<file path="src/rtl/thresholding_loader_pkg.sv">
// rtl/thresholding_loader_pkg.sv - state encoding shared by the threshold loader
package thresholding_loader_pkg;

  typedef enum logic [1:0] {
    ST_IDLE = 2'd0,
    ST_LOAD = 2'd1,
    ST_DONE = 2'd2
  } state_e;

endpackage

</file>
<file path="src/rtl/thresholding_loader.sv">
// rtl/thresholding_loader.sv - streams channel-major thresholds into the thresholding unit write port
module thresholding_loader
  import thresholding_loader_pkg::*;
#(
  parameter int N = 2,
  parameter int M = 8,
  parameter int C = 2
) (
  input  logic                      clk,
  input  logic                      rst_n,
  input  logic                      start,
  input  logic [M-1:0]              s_tdata,
  input  logic                      s_tvalid,
  output logic                      s_tready,
  output logic                      twe,
  output logic [$clog2(C)+N-1:0]    twa,
  output logic [M-1:0]              twd,
  output logic                      busy,
  output logic                      done,
  output logic                      err
);

  localparam int C_BITS = (C < 2) ? 1 : $clog2(C);
  localparam int A_BITS = $clog2(C) + N;
  localparam logic [N-1:0]      IDX_LAST = N'((1 << N) - 2);
  localparam logic [C_BITS-1:0] CNL_LAST = C_BITS'(C - 1);

  state_e               state_q;
  logic [N-1:0]         idx_q, idx_d;
  logic [C_BITS-1:0]    cnl_q, cnl_d;
  logic signed [M-1:0]  prev_q;
  logic                 twe_q;
  logic [A_BITS-1:0]    twa_q;
  logic [M-1:0]         twd_q;
  logic                 err_q;
  logic [A_BITS-1:0]    addr;
  logic                 hs;
  logic                 idx_wrap;
  logic                 last_word;
  logic                 order_bad;

  // A start pulse takes priority over a word, so ready is withheld in that cycle.
  assign s_tready  = (state_q == ST_LOAD) && !start;
  assign hs        = s_tvalid && s_tready;
  assign idx_wrap  = (idx_q == IDX_LAST);
  assign last_word = idx_wrap && (cnl_q == CNL_LAST);
  assign order_bad = (idx_q != '0) && ($signed(s_tdata) <= prev_q);

  always_comb begin
    idx_d = idx_q + 1'b1;
    cnl_d = cnl_q;
    if (idx_wrap) begin
      idx_d = '0;
      cnl_d = cnl_q + 1'b1;
    end
  end

  generate
    if (C == 1) begin : g_single_channel
      assign addr = idx_q;
    end else begin : g_multi_channel
      assign addr = {cnl_q, idx_q};
    end
  endgenerate

  always_ff @(posedge clk) begin
    if (!rst_n) begin
      state_q <= ST_IDLE;
      idx_q   <= '0;
      cnl_q   <= '0;
      prev_q  <= '0;
      twe_q   <= 1'b0;
      twa_q   <= '0;
      twd_q   <= '0;
      err_q   <= 1'b0;
    end else begin
      twe_q <= 1'b0;
      if (start) begin
        state_q <= ST_LOAD;
        idx_q   <= '0;
        cnl_q   <= '0;
        err_q   <= 1'b0;
      end else if (hs) begin
        // The offending word is still written; only the sticky flag records it.
        twe_q  <= 1'b1;
        twa_q  <= addr;
        twd_q  <= s_tdata;
        prev_q <= s_tdata;
        idx_q  <= idx_d;
        cnl_q  <= cnl_d;
        if (order_bad) err_q <= 1'b1;
        if (last_word) state_q <= ST_DONE;
      end
    end
  end

  assign twe  = twe_q;
  assign twa  = twa_q;
  assign twd  = twd_q;
  assign err  = err_q;
  assign busy = (state_q == ST_LOAD);
  assign done = (state_q == ST_DONE);

endmodule

</file>
<file path="config.mk">
export PLATFORM = sky130hd
export DESIGN_NAME = thresholding_loader
export DESIGN_NICKNAME = d
export VERILOG_FILES = /design/src/rtl/thresholding_loader_pkg.sv /design/src/rtl/thresholding_loader.sv
export SDC_FILE = /design/constraint.sdc
export NUM_CORES = 1
export LEC_CHECK = 0
export ABC_AREA = 1
export BUFFER_PORTS_ARGS = -buffer_cell sky130_fd_sc_hd__buf_2
export CORE_UTILIZATION = 35
export DETAILED_ROUTE_END_ITERATION = 16
export GPL_ROUTABILITY_DRIVEN = 1
export GPL_TIMING_DRIVEN = 0
export PLACE_DENSITY = 0.68
export SYNTH_ARGS = -nofsm -noshare
export SYNTH_HDL_FRONTEND = slang
export SYNTH_SLANG_ARGS = --single-unit
</file>
<file path="constraint.sdc">
create_clock -name clk -period 3.9 [get_ports clk]
set_input_delay 0.585 -clock clk [delete_from_list [all_inputs] [get_ports clk]]
set_output_delay 0.585 -clock clk [all_outputs]
set_load 0.05 [all_outputs]
</file>
Word-level counts from Yosys, hierarchy flattened

Index checks and enable logic that the tools add are counted.

Muxes and demuxes: 5
Bitwise logic cells: 2
Reduce and logical (&&, ||, !) cells: 14
Add/subtract/negate cells: 2
Magnitude comparators: 1
Equality and inequality tests: 3

Operators with widths:

| kind                                          | count |
|---|---|
| AND reduction 2 bit                           | 5 |
| <= comparator 8 bit                           | 1 |
| nonzero test 2 bit                            | 3 |
| == test 2 bit, second input constant          | 2 |
| logical AND 1 bit                             | 4 |
| two-way mux 1 bit                             | 4 |
| adder 2 x 1 -> 2 bit, second input constant   | 1 |
| == test 2 x 1 -> 1 bit, second input constant | 1 |
| two-way mux 2 bit                             | 1 |
| inverter 1 bit                                | 2 |
| OR reduction 2 bit                            | 1 |
| adder 1 bit, second input constant            | 1 |
| zero test 1 bit                               | 1 |

Flip-flop bits (word level): 18

Logic depth before layout (Yosys ltp)

Gate-level depths: netlist (run 1).

Word-level depth: 5
Mapped depth: 13
Gate-level depth less buffers: 13

Worst setup path before layout (run 1)

Ideal clock, no wire load.

Path type: input -> register
From: input start
To: register state_q[0]
Cell stages on the path: 8
Library setup time: 0.117 ns
Required time: 3.783 ns
Arrival: 1.733 ns
Path slack: 2.050 ns
Cell sequence: nor3_4 > nand2_4 > clkinv_2 > nand2_4 > nor2_4 > nand2_1 > a21oi_1 > nor2_1

Word-level cells in the longest chain between the ends: 5

Ends and longest elaborated chain:

| item                          | line                      | source |
|---|---|---|
| start: declaration            | thresholding_loader.sv:11 | `input logic start,` |
| zero test 1 bit               | thresholding_loader.sv:43 | `assign s_tready = (state_q == ST_LOAD) && !start;` |
| logical AND 1 bit             | thresholding_loader.sv:43 |  |
| logical AND 1 bit             | thresholding_loader.sv:44 | `assign hs = s_tvalid && s_tready;` |
| nonzero test 2 bit (no line)  | --                        |  |
| AND reduction 2 bit (no line) | --                        |  |
| end signal: assignment        | thresholding_loader.sv:68 | `state_q <= ST_IDLE;` |
| end signal: assignment        | thresholding_loader.sv:79 | `state_q <= ST_LOAD;` |
| end signal: assignment        | thresholding_loader.sv:92 | `if (last_word) state_q <= ST_DONE;` |
| end: declaration              | thresholding_loader.sv:28 | `state_e state_q;` |

Parallel ways exist; a longest one is shown, timed or not.
A chain may end at the register's enable or synchronous reset.

Final worst setup path (run 1)

From: input start
To: output s_tready

Word-level cells in the longest chain between the ends: 2

Ends and longest elaborated chain:

| item              | line                      | source |
|---|---|---|
| zero test 1 bit   | thresholding_loader.sv:43 |  |
| logical AND 1 bit | thresholding_loader.sv:43 |  |
| end: declaration  | thresholding_loader.sv:14 | `output logic s_tready,` |

No other way between the ends.

==> results of run 1 <==
## logic make-up after synthesis
group / Yosys count / share of synthesized area, %
compound gates: 29 / 17.2
fa+ha+maj: 8 / 11.7
buf+inv: 20 / 9.05
flops: 18 / 42.0
simple gates: 35 / 20.0
## area by class of cell
type                            count  area (µm²)  share of cell area, %
Inverter                           19        72.6                   6.82
Sequential cell                    18         360                   33.9
Timing Repair Buffer               27         135                   12.7
Clock buffer                        4        36.3                   3.41
Multi-Input combinational cell     72         419                   39.4
Buffer                              1        5.00                  0.471
Tap cell                           28        35.0                   3.29
## metrics by stage
stage,worst slack (ps),std cells
final,2090,169
after global routing,2040,169
after CTS,2080,169
after detailed placement,2080,165
after global placement,2080,165
after floorplan,2050,110
## sequential cells by signal, indices dropped and copies added (netlist names)
name and flops:
err 1, cnl_q 1, twa 3, twe 1, twd 8, state_q 2, idx_q 2
## worst min-delay path: stages (launching register included)
cell	delay, ps
dfxtp_1	320
inv_1	50
a21oi_1	50
## power by group
part / internal [mW] / switching (mW) / leakage, nW / total, mW
registers: 0.189 / 0.00241 / 0.146 / 0.191
logic: 0.0219 / 0.0459 / 0.372 / 0.0678
clock network: 0.0569 / 0.0577 / 0.0210 / 0.115
## synth_stat cells, types with 2 or more instances
cell | count | area, µm²
inv_1 | 18 | 67.6
o21ai_0 | 7 | 35.0
nand2_1 | 19 | 71.3
nand3_1 | 2 | 10.0
o21ai_1 | 3 | 15.0
nand2_4 | 2 | 22.5
a21oi_1 | 18 | 90.1
dfxtp_1 | 18 | 360
nor2_1 | 9 | 33.8
ha_1 | 8 | 100
## layer usage
metal | routed length [µm] | up-vias
li1 | - | 418
met1 | 803 | 341
met2 | 741 | 18
met3 | 65 | 5
met4 | 47 | 0
met5 | 0 | -
## final timing paths
kind | cells past startpoint | slack (ps) | endpoint
worst min register to register | 2 | 460 | err
worst max-delay path | 3 | 2090 | s_tready
worst min-delay path | 2 | 460 | err
worst max register to register | 10 | 2480 | err
==> results.ini, run 1 <==
[synth]
synth_flop_cell=dfxtp_1
avgSynthCellArea_um2=7.79
netlist_instances=110
syn_area_um2=857
async_flop_share_pct=0
synth.net_count=130
synth_edf_count=0
ys_warn_count=0
ys_seq_area_share_pct=42.0
synth_seq_cells=18
post_synth_num_cell_types=16

[critical_path]
required_ps=3310
critPathCaptureType=output port
critPathTopFamily=buffers and inverters
cp_slowest_stage_delay_ps=300
critPathMostFrequentCell=buf_2
critPathArrivalTime_ps=1230
crit_slowest_cell=buf_2
reg2reg_from=twd[7]
start_kind=input port
cp_cell_sequence=buf_2 -> nor3_4 -> buf_2
crit_type=in -> out
crit_fanout=3
path_buf_inv=2
crit_start=start

[layout]
nFillCells=253
num-nets-final=162
layout.cells.most_common=buf_2
design_area_um2=1060
syn_to_final_growth_pct=24.1
final_cell_mix=buf_2 (28), nand2_1 (19), inv_1 (18), a21oi_1 (18), dfxtp_1 (18)
layout-drive-gt1-share_pct=26.2
diodes=0
final_util_pct=47.2

[sta]
slew_headroom_pct=83.4
hold_viol=0
final-max-slew-violation-count=0
hold_slack_ps=460
finalClockSkew_ps=2.63
rsz0062_at_grt=no
worst_slew_pin_slew_ps=247
max_freq_ghz=0.552
setup_violations=0
tns_ps=0
min_period_over_period_pct=46.5
fin_crit_ps=1810

[floorplan]
num_rows=17
coreArea_um2=2250
chipHeight_um=51.5
dieArea_um2=2650
start_util_pct=38.0
io_pins=28
die_w_um=51.5

[clocking]
cts_tree=yes
htreeDepth=1
post_cts_buffers=0
clkLatencyLatePin_ps=290
root_buffer=clkbuf_4
cts.reportedPaths.clkPinSlew_ps=100
post_cts_resized=0
cts_num_sinks=18
cts_made_buffers=3
clockBufferDepth=2
cts_hold_buf=0

[global_routing]
grt_util_met3_pct=2.38
grt_pass1_vias=651
grtUsageMet1_pct=18.8
busiest_layer=met2
grt_pass1_wl_um=2730
gr-total-overflow=0
antenna_found_initial=0
grt_use_met2_pct=20.6
grt_max_degree=11
grt.total_usage_pct=14.1

[min_path]
hold_class=reg -> reg
hold_start=err

[drt]
vias=782
routed_wl_um=1660
drcViolationCount=0
drtIter0Drc=17
drt-pass1-iter-count=6
wl_per_cell_um=9.81
antenna_left=0
vias_per_cell=4.63

[power]
ir_worst_vdd_mv=0.151
p_leak_nw=0.539
power_uw=373
pwr_density_cell_nw_per_um2=351

[flow_run]
max_cap_viol_count=0

[place]
detailed_place_hpwl_um=1280
place_area_um2=1030
portBuffers=27
place.gp.congestion=0.734

[status]
status=finished clean

(Power assumes the default switching activity.)
==> run 2: changes to the inputs <==
- PLACE_DENSITY: 0.68 -> 0.7
- clock period: 3.9 -> 1.49 ns (I/O delays scaled with it)
==> run 2 against run 1 <==
Net effect: sequential power increased to 2.6 times the previous value; total power increased to 2.8 times the previous value; utilization increased by 4.3 points; largest power group unchanged.
==> results.ini, run 2 (synthesis results as in run 1) <==
[place]
dp_slack_ps=76.0
portBuffers=27
detailed_place_hpwl_um=1380
place.gp.congestion=0.735

[clocking]
htreeDepth=1
clkLatencyLatePin_ps=300
clockBufferDepth=2
cts.reportedPaths.clkPinSlew_ps=110
cts_made_buffers=3
root_buffer=clkbuf_4
cts_tree=yes
cts_num_sinks=18

[status]
status=finished clean

[critical_path]
reg2reg_to=err
critPathArrivalTime_ps=1640
rr_worst_depth=12
crit_fanout=2
crit_type=reg -> reg
required_ps=1730
critPathCaptureType=flip-flop
reg2reg_from=twd[1]
start_kind=flip-flop
r2r_slack_ps=90

[sta]
setup_ws_ps=90.2
worst_slew_pin_slew_ps=251
fin_crit_ps=1400
hold_slack_ps=179
hold_viol=0
finalClockSkew_ps=9.10
slew_headroom_pct=83.4
max_freq_ghz=0.714
final-max-slew-violation-count=0
setup_violations=0
min_period_over_period_pct=93.9

[layout]
num-nets-final=164
syn_to_final_growth_pct=35.5
layout-drive-gt1-share_pct=42.7
largest_register_ffs=8
final_util_pct=51.5
diodes=0
final_cell_mix=buf_2 (28), nand2_1 (18), a21oi_1 (18)
layout.cells.most_common=buf_2
nFillCells=233

[global_routing]
busiest_layer=met2
grt_util_met3_pct=1.49
grt_pass1_vias=691
grt_pass1_wl_um=2970
grt_max_degree=11
grt_use_met2_pct=27.1
antenna_found_initial=0
grtUsageMet1_pct=17.1
grt.total_usage_pct=15.2
gr-total-overflow=0

[power]
pwr_density_cell_nw_per_um2=888
power_mw=1.03
ir_worst_vdd_mv=0.512
p_leak_nw=0.556

[floorplan]
io_pins=28
dieArea_um2=2650
die_w_um=51.5
coreArea_um2=2250
num_rows=17
start_util_pct=38.0
chipHeight_um=51.5

[min_path]
holdPathStages=3
hold_end=twd[0]
hold_class=in -> reg
hold_start=s_tdata[0]

[flow_run]
max_cap_viol_count=0

[drt]
vias_per_cell=4.76
drtIter0Drc=11
vias=814
drt-pass1-iter-count=4
drcViolationCount=0
antenna_left=0
wl_per_cell_um=11.6
routed_wl_um=1980

## run 2: worst max path at each step
stage               start   to  slack [ps]
2_1_floorplan      twd[6]  err        -110
3_3_place_gp   s_tdata[7]  err         110
3_5_place_dp       twd[7]  err          80
4_1_cts            twd[7]  err          50
5_1_grt            twd[1]  err         -20
6_report           twd[1]  err          90
## run 2: metrics by stage
| step | cells | instance area (µm²) | TNS, ps |
|---|---|---|---|
| 6_report | 171 | 1160 | 0 |
| 4_1_cts | 169 | 1070 | 0 |
| 3_5_place_dp | 165 | 1040 | 0 |
| 3_3_place_gp | 165 | 1040 | 0 |
| 5_1_grt | 171 | 1160 | -15.4 |
| 2_1_floorplan | 110 | 868 | -196 |
## run 2: area by class of cell
type / count / area [µm²] / area share (%)
Buffer: 1 / 5.00 / 0.431
Clock buffer: 4 / 36.3 / 3.13
Inverter: 19 / 76.3 / 6.57
Multi-Input combinational cell: 72 / 489 / 42.1
Sequential cell: 18 / 369 / 31.8
Tap cell: 28 / 35.0 / 3.02
Timing Repair Buffer: 29 / 150 / 12.9
## run 2: critical path, stage by stage, from the launching register on
cell,delay [ps]
dfxtp_2,350
inv_2,50
ha_4,260
nand2_1,60
nand2_1,60
nand2_1,50
nand2_1,50
nand2_1,60
nand2_1,70
nand2_1,50
nand3_1,60
nand2_1,60
a21oi_1,140
## run 2: what timing repair did
action,4_1_cts,5_1_grt
hold buffers,0,0
gates resized for setup,0,15
setup buffers,0,2
setup endpoints to repair,0,1
## run 2: layer usage
layer / up-vias / wire length (µm)
met5: - / 0
met4: 0 / 84
met3: 6 / 92
met2: 20 / 972
met1: 366 / 834
li1: 422 / -
## run 2: where the power goes
group	total (mW)	internal [mW]	leakage [nW]	switching [mW]
combinational	0.215	0.0773	0.386	0.138
clock	0.312	0.149	0.0210	0.163
sequential	0.503	0.495	0.149	0.00775
==> run 3: changes to the inputs <==
- RECOVER_POWER: default -> 100
==> run 3 against run 2 <==
Net effect: sequential power about the same; cell count unchanged; via count increased by 0.37%; sequential cell count unchanged; routed wire length increased by 0.35%; count of clock-buffer cells in the layout unchanged; first-iteration DRC count decreased by 9.1%; clock power about the same; cell area decreased by 1.2%.
==> results.ini, run 3 (synthesis results as in run 1) <==
[status]
status=finished clean

[drt]
vias=817
drt-pass1-iter-count=4
drtIter0Drc=10
vias_per_cell=4.78
drcViolationCount=0
routed_wl_um=1990
wl_per_cell_um=11.6
antenna_left=0

[place]
detailed_place_hpwl_um=1380
dp_slack_ps=76.0
place_area_um2=1040
place.gp.congestion=0.735
portBuffers=27

[layout]
final_cell_mix=nand2_1 (18), a21oi_1 (18), buf_2 (13)
largest_register_ffs=8
syn_to_final_growth_pct=33.9
layout-drive-gt1-share_pct=35.0
design_area_um2=1150
nFillCells=239
diodes=0
num-nets-final=164

[sta]
finalClockSkew_ps=8.57
fin_crit_ps=1400
max_freq_ghz=0.713
final-max-slew-violation-count=0
hold_viol=0
slew_headroom_pct=60.1
worst_slew_pin_slew_ps=600
hold_slack_ps=180
setup_ws_ps=88.4
min_period_over_period_pct=94.1
tns_ps=0
setup_violations=0

[min_path]
hold_class=in -> reg
hold_start=s_tdata[0]

[critical_path]
cp_cell_sequence=inv_2 -> nor3_4 -> buf_2
crit_type=reg -> out
reg2reg_to=err
r2r_slack_ps=90
cp_slowest_stage_delay_ps=370
crit_fanout=3
critPathCapture=s_tready
rr_worst_depth=12
critPathArrivalTime_ps=1180
start_kind=flip-flop
critPathCaptureType=output port
reg2reg_from=twd[1]
crit_slowest_cell=dfxtp_1
crit_start=state_q[0]
required_ps=1270

[clocking]
root_buffer=clkbuf_4
cts_num_sinks=18
cts_tree=yes
cts_made_buffers=3
clockBufferDepth=2
cts.reportedPaths.clkPinSlew_ps=100
htreeDepth=1
clkLatencyLatePin_ps=300

[floorplan]
die_w_um=51.5
chipHeight_um=51.5
io_pins=28
num_rows=17
start_util_pct=38.0
dieArea_um2=2650
coreArea_um2=2250

[flow_run]
max_cap_viol_count=0

[power]
pwr_density_cell_nw_per_um2=896
p_leak_nw=0.512
ir_worst_vdd_mv=0.511
power_mw=1.03

[global_routing]
grt_pass1_wl_um=2970
grt_max_degree=11
gr-total-overflow=0
grt.total_usage_pct=15.2
antenna_found_initial=0
grt_pass1_vias=691

run 3: worst max-delay path, delay by kind of cell (launching register included):
family                 cells  cell delay (ps)
buffers and inverters      2              360
flip-flops                 1              370
AND/OR/NAND/NOR            1              150
run 3: timing repair:
item / in CTS / in global routing
hold buffers: 0 / 0
setup buffers: 0 / 2
endpoints found under the setup margin: 0 / 1
resized for setup: 0 / 15
run 3: routing by layer:
metal | share of wire [%] | track usage, % | routed length, µm | vias to the layer above
li1 | - | - | - | 423
met1 | 42 | 17.1 | 833 | 368
met2 | 49 | 27.1 | 973 | 20
met3 | 5.1 | 1.49 | 101 | 6
met4 | 4.1 | 9.46 | 82 | 0
met5 | 0 | 0 | 0 | -
run 3: metrics by stage:
step	util, %	std cells
after floorplan	-	110
after global placement	46.1	165
after detailed placement	46.1	165
after CTS	47.7	169
after global routing	50.9	171
final	50.9	171
run 3: final cells by class:
type	count	area, µm²	share of cell area (%)
multi-input combinational	72	489	42.6
sequential	18	368	32.1
timing repair buffer	29	139	12.1
inverter	19	76.3	6.65
clock buffer	4	36.3	3.16
tap	28	35.0	3.05
buffer	1	3.75	0.327
run 3: how the worst min path moves through the flow:
| stage | endpoint | slack, ps | depth (start not counted) |
|---|---|---|---|
| after CTS | twd[0] | 180 | 3 |
| after global placement | err | 430 | 2 |
| final | twd[0] | 180 | 3 |
| after global routing | twd[0] | 200 | 3 |
| after floorplan | state_q[0] | 340 | 2 |
| after detailed placement | err | 440 | 2 |
run 3: power breakdown:
group / switching, mW / internal (mW)
registers: 0.00808 / 0.495
clock network: 0.163 / 0.149
logic: 0.138 / 0.0749
total: 0.309 / 0.719
